===== config.mk =====
export PLATFORM = sky130hd
export DESIGN_NAME = mem_arbiter
export DESIGN_NICKNAME = d
export VERILOG_FILES = /design/src/rtl/mem_arbiter.sv
export SDC_FILE = /design/constraint.sdc
export NUM_CORES = 1
export LEC_CHECK = 0
export CORE_AREA = 2 2 99 101
export DETAILED_ROUTE_END_ITERATION = 10
export DIE_AREA = 0 0 101 103
export HOLD_SLACK_MARGIN = 0.02
export PLACE_DENSITY = 0.72
export SLEW_MARGIN = 15
export SYNTH_ARGS = -nofsm -noshare
export SYNTH_HDL_FRONTEND = slang
export SYNTH_SLANG_ARGS = --single-unit
export TNS_END_PERCENT = 20

===== constraint.sdc =====
create_clock -name clk_i -period 1.9 [get_ports clk_i]
set_input_delay 0.285 -clock clk_i [delete_from_list [all_inputs] [get_ports clk_i]]
set_output_delay 0.285 -clock clk_i [all_outputs]
set_load 0.02 [all_outputs]

===== src/rtl/mem_arbiter.sv =====
// Round-robin arbiter sharing one single-port 1-cycle word memory
// between the instruction and data ports of the core.
module mem_arbiter #(
    parameter int MEM_SIZE       = 4096,
    parameter int MEM_ADDR_WIDTH = $clog2(MEM_SIZE / 4)
) (
    input  logic                      clk_i,
    input  logic                      rst_i,
    input  logic                      instr_req_i,
    output logic                      instr_gnt_o,
    output logic                      instr_rvalid_o,
    input  logic [31:0]               instr_addr_i,
    output logic [31:0]               instr_rdata_o,
    output logic                      instr_err_o,
    input  logic                      data_req_i,
    output logic                      data_gnt_o,
    output logic                      data_rvalid_o,
    input  logic                      data_we_i,
    input  logic [3:0]                data_be_i,
    input  logic [31:0]               data_addr_i,
    input  logic [31:0]               data_wdata_i,
    output logic [31:0]               data_rdata_o,
    output logic                      data_err_o,
    output logic                      mem_en_o,
    output logic                      mem_we_o,
    output logic [3:0]                mem_be_o,
    output logic [MEM_ADDR_WIDTH-1:0] mem_addr_o,
    output logic [31:0]               mem_wdata_o,
    input  logic [31:0]               mem_rdata_i
);

    typedef struct packed {
        logic owner;
        logic valid;
        logic err;
        logic ok;
        logic we;
    } resp_t;

    logic        last_q, last_d;
    resp_t       resp_q, resp_d;
    logic        gnt_i, gnt_d, any_gnt;
    logic        in_range;
    logic [31:0] sel_addr;
    logic [31:0] rd_data;

    // last_q = 1 means data was granted last, so instr wins the next conflict
    always_comb begin
        gnt_d    = data_req_i & (~instr_req_i | ~last_q);
        gnt_i    = instr_req_i & ~gnt_d;
        any_gnt  = gnt_i | gnt_d;
        sel_addr = gnt_d ? data_addr_i : instr_addr_i;
        in_range = sel_addr < 32'(MEM_SIZE);
    end

    always_comb begin
        mem_en_o    = 1'b0;
        mem_we_o    = 1'b0;
        mem_be_o    = 4'h0;
        mem_addr_o  = '0;
        mem_wdata_o = '0;
        if (any_gnt) begin
            mem_en_o    = in_range;
            mem_we_o    = gnt_d & data_we_i & in_range;
            mem_be_o    = gnt_d ? data_be_i : 4'hF;
            mem_addr_o  = sel_addr[MEM_ADDR_WIDTH+1:2];
            mem_wdata_o = gnt_d ? data_wdata_i : 32'h0;
        end
    end

    always_comb begin
        last_d = any_gnt ? gnt_d : last_q;
        resp_d = '0;
        if (any_gnt) begin
            resp_d.owner = gnt_d;
            resp_d.valid = 1'b1;
            resp_d.err   = ~in_range;
            resp_d.ok    = in_range;
            resp_d.we    = gnt_d & data_we_i;
        end
    end

    always_ff @(posedge clk_i or posedge rst_i) begin
        if (rst_i) begin
            last_q <= 1'b1;
            resp_q <= '0;
        end else begin
            last_q <= last_d;
            resp_q <= resp_d;
        end
    end

    // Writes and out-of-range accesses return zero data
    always_comb begin
        rd_data = 32'h0;
        if (resp_q.valid && resp_q.ok && !resp_q.we)
            rd_data = mem_rdata_i;
    end

    assign instr_gnt_o    = gnt_i;
    assign data_gnt_o     = gnt_d;
    assign instr_rvalid_o = resp_q.valid & ~resp_q.owner;
    assign data_rvalid_o  = resp_q.valid & resp_q.owner;
    assign instr_err_o    = resp_q.valid & ~resp_q.owner & resp_q.err;
    assign data_err_o     = resp_q.valid & resp_q.owner & resp_q.err;
    assign instr_rdata_o  = resp_q.owner ? 32'h0 : rd_data;
    assign data_rdata_o   = resp_q.owner ? rd_data : 32'h0;

endmodule


==> results by group <==
Run status
  – Run status: finished, violations left
  – Failing checks: setup timing

Setup path
  – R2r endpoint: resp_q[2]
  – Crit Path Class: register to primary output
  – CP startpoint kind: register
  – Crit end category: primary output
  – FF-to-FF Start: last_q
  – Largest fanout on the critical path: 4
  – Reg2reg path depth: 12
  – Arr. time, crit path: 1.82 ns
  – R2R Setup Slk: -0.06 ns
  – Worst path required time: 1.62 ns

Finish
  – N_diodes: 0
  – Fillers: 959
  – FF+latch area: 151.4 sq um
  – Final net count: 602
  – Commonest non-fill, non-tap cells in the layout: clkdlybuf4s50_1 (134), and2_1 (86), clkbuf_2 (39)
  – Multi-input logic area: 0.001119 sq mm
  – Share of cells above drive strength 1: 0.3276
  – Area growth, synth to finish: 240.2%
  – Commonest non-fill, non-tap cell in the layout: clkdlybuf4s50_1

Placed design
  – GP Congestion: 0.7884
  – Port Buffer Count: 250
  – Post-DP HPWL: 7301 microns

Logic synthesis
  – Mean Syn Cell Area: 6.489 sq um
  – Adder-Cell Fraction of Synth Area: 0
  – Netlist cell types: 24
  – Register area share after synthesis: 0.1241
  – Synthesis-stage register bit count: 6
  – Mapped Cells: 188
  – Largest family of logic cells by synthesized area: simple AND/OR/NAND/NOR gates
  – Largest area contributor in the netlist: and2_1
  – Top cells by area, synth: and2_1 (51%), dfrtp_1 (10%), nand2_1 (9.8%)
  – Net count after synthesis: 325
  – Synth top area share: 0.5128
  – Mapped cell area: 0.001220 sq mm
  – Post-Synth XOR/XNOR Area: 0
  – Simple-gate share of the synthesized area: 0.7221
  – Compound-gate portion of the synthesized area: 0.06564
  – Multiplexer share of the synthesized area: 0.008205
  – Ys Warns: 0

Routing
  – 1st-pass router iterations: 4
  – Routed Antenna Nets: 0
  – DR iter-0 viols: 29
  – Drt via density: 4.014
  – Routed wire length: 8338 microns
  – Residual DRC: 0
  – Routed vias: 2320
  – Routed wire per std cell: 14.43 microns

Global routing
  – Initial antenna violation count: 0
  – Vias in the first global route: 2151
  – Overflow after GRT: 0
  – First-pass GRT wire length: 11340 microns
  – GRT Overall Usage: 0.1393
  – Largest net degree at the start of global routing: 33

CTS
  – CTS tree: done
  – Root buf cell: clkbuf_8
  – CTS Buffer Depth: 2
  – Clock transition at the registers of the reported paths: 0.04 ns
  – CTS Buf Count: 3
  – Clk_lat worst skew: 0.22 ns
  – # clock sinks: 6
  – Hold_buf cts: 0
  – H-tree depth: 1

STA
  – RSZ-0062 raised after global routing: true
  – Worst relative slew slack: 0.7924
  – Setup TNS: -2.685 ns
  – Final Hold Fails: 0
  – Least-Margin Pin Slew: 0.3094 ns
  – Hold_ws: 0.2900 ns
  – Clk_skew: 0.002726 ns
  – Final Worst Setup Slack: -0.2027 ns
  – Final min period: 2.103 ns
  – Final Setup Violations: 30
  – Max Slew Vio Count: 0
  – Fin crit share: 1.107
  – Fmax achieved: 0.4756 GHz

Floorplan
  – FP Rows: 36
  – Initial Utilization: 0.1290
  – IO Count: 255
  – Die H: 103 microns
  – Die footprint: 0.01040 sq mm
  – Horiz. Die Dim: 101 microns
  – Core Area: 0.009459 sq mm

Power and ir drop
  – Max VDD drop: 148.2 uV
  – Leakage: 1.975 nW
  – PwrDens: 274.9 mW/mm^2

Hold path
  – Worst min path class: input port to async pin

Flow run
  – Max_cap viols: 0
per-layer routing:
metal	up-vias	global-route usage	routed length [microns]
met5	-	0	0
met4	0	0.009356	57
met3	4	0.03593	861
met2	156	0.2944	4525
met1	1015	0.1409	2894
li1	1145	-	-
metrics by stage:
step | instance area, sq um | std cells | utilization | power, mW | setup slack, ns
2_1_floorplan | 1220 | 188 | - | 0.3508 | 0.3485
3_3_place_gp | 3931 | 556 | 0.4156 | 0.8297 | -0.6458
3_5_place_dp | 3931 | 556 | 0.4156 | 0.8359 | -0.7304
4_1_cts | 4020 | 572 | 0.4250 | 1.065 | -0.2188
5_1_grt | 4150 | 578 | 0.4388 | 1.207 | -0.2974
6_report | 4150 | 578 | 0.4388 | 1.141 | -0.2027
power by group:
| group | total [mW] | switching, mW | internal (mW) | leakage (nW) |
|---|---|---|---|---|
| logic | 0.795 | 0.305 | 0.490 | 1.88 |
| registers | 0.145 | 0.00724 | 0.137 | 0.0705 |
| clock network | 0.201 | 0.0567 | 0.145 | 0.0228 |
| total | 1.14 | 0.369 | 0.772 | 1.97 |
area by class of cell:
cell class	instances	share of cell area
clock buffers	4	0.01085
inverters	3	0.002713
multi-input cells	166	0.2695
flip-flops and latches	6	0.03648
well taps	114	0.03437
repair buffers	285	0.6461
timing repair:
action / in CTS / in global routing
cloned: 0 / 4
pin swaps: 6 / 6
buffers inserted: 13 / 5
endpoints found under the setup margin: 114 / 103
gates resized for setup: 258 / 172
cell families (layout without fill, tap and decap cells):
kind of cell,Yosys count,count (layout)
simple gates,151,151
buf+inv,16,292
compound gates,14,14
flops,6,6
mux,1,1
worst max-delay path, stage by stage, from the launching register on:
cell,delay (ns)
dfstp_2,0.57
a21boi_4,0.08
buf_12,0.13
buf_6,0.10
nand4b_1,0.19
o22ai_2,0.21
and2_1,0.18
buf_4,0.15
how the worst max path moves through the flow:
stage                     startpoint             to  slack (ns)  cells after the start
floorplan                     last_q  mem_addr_o[4]        0.35                      4
global placement    instr_addr_i[19]       mem_en_o       -0.65                      6
detailed placement        data_req_i       mem_en_o       -0.73                      6
CTS                           last_q       mem_en_o       -0.22                      7
global route                  last_q       mem_en_o       -0.30                      7
finish                        last_q       mem_en_o       -0.20                      7
flip-flops by register name, indices dropped and copies added (netlist names):
register / count
resp_q: 5
last_q: 1
synthesized netlist by cell type, drive strengths merged:
master  instances
or2             1
o21ai          11
and3            1
dfrtp           5
nand2          32
inv             3
o22ai           1
nand4b          1
nor3b           1
clkbuf          2
nor4           10
a21boi          2
nor2            1
and2          100
nor2b           2
nor3            1
buf            11
dfstp           1
mux2i           1
nand4           1
Note: power is estimated with default switching activity, not from simulation.
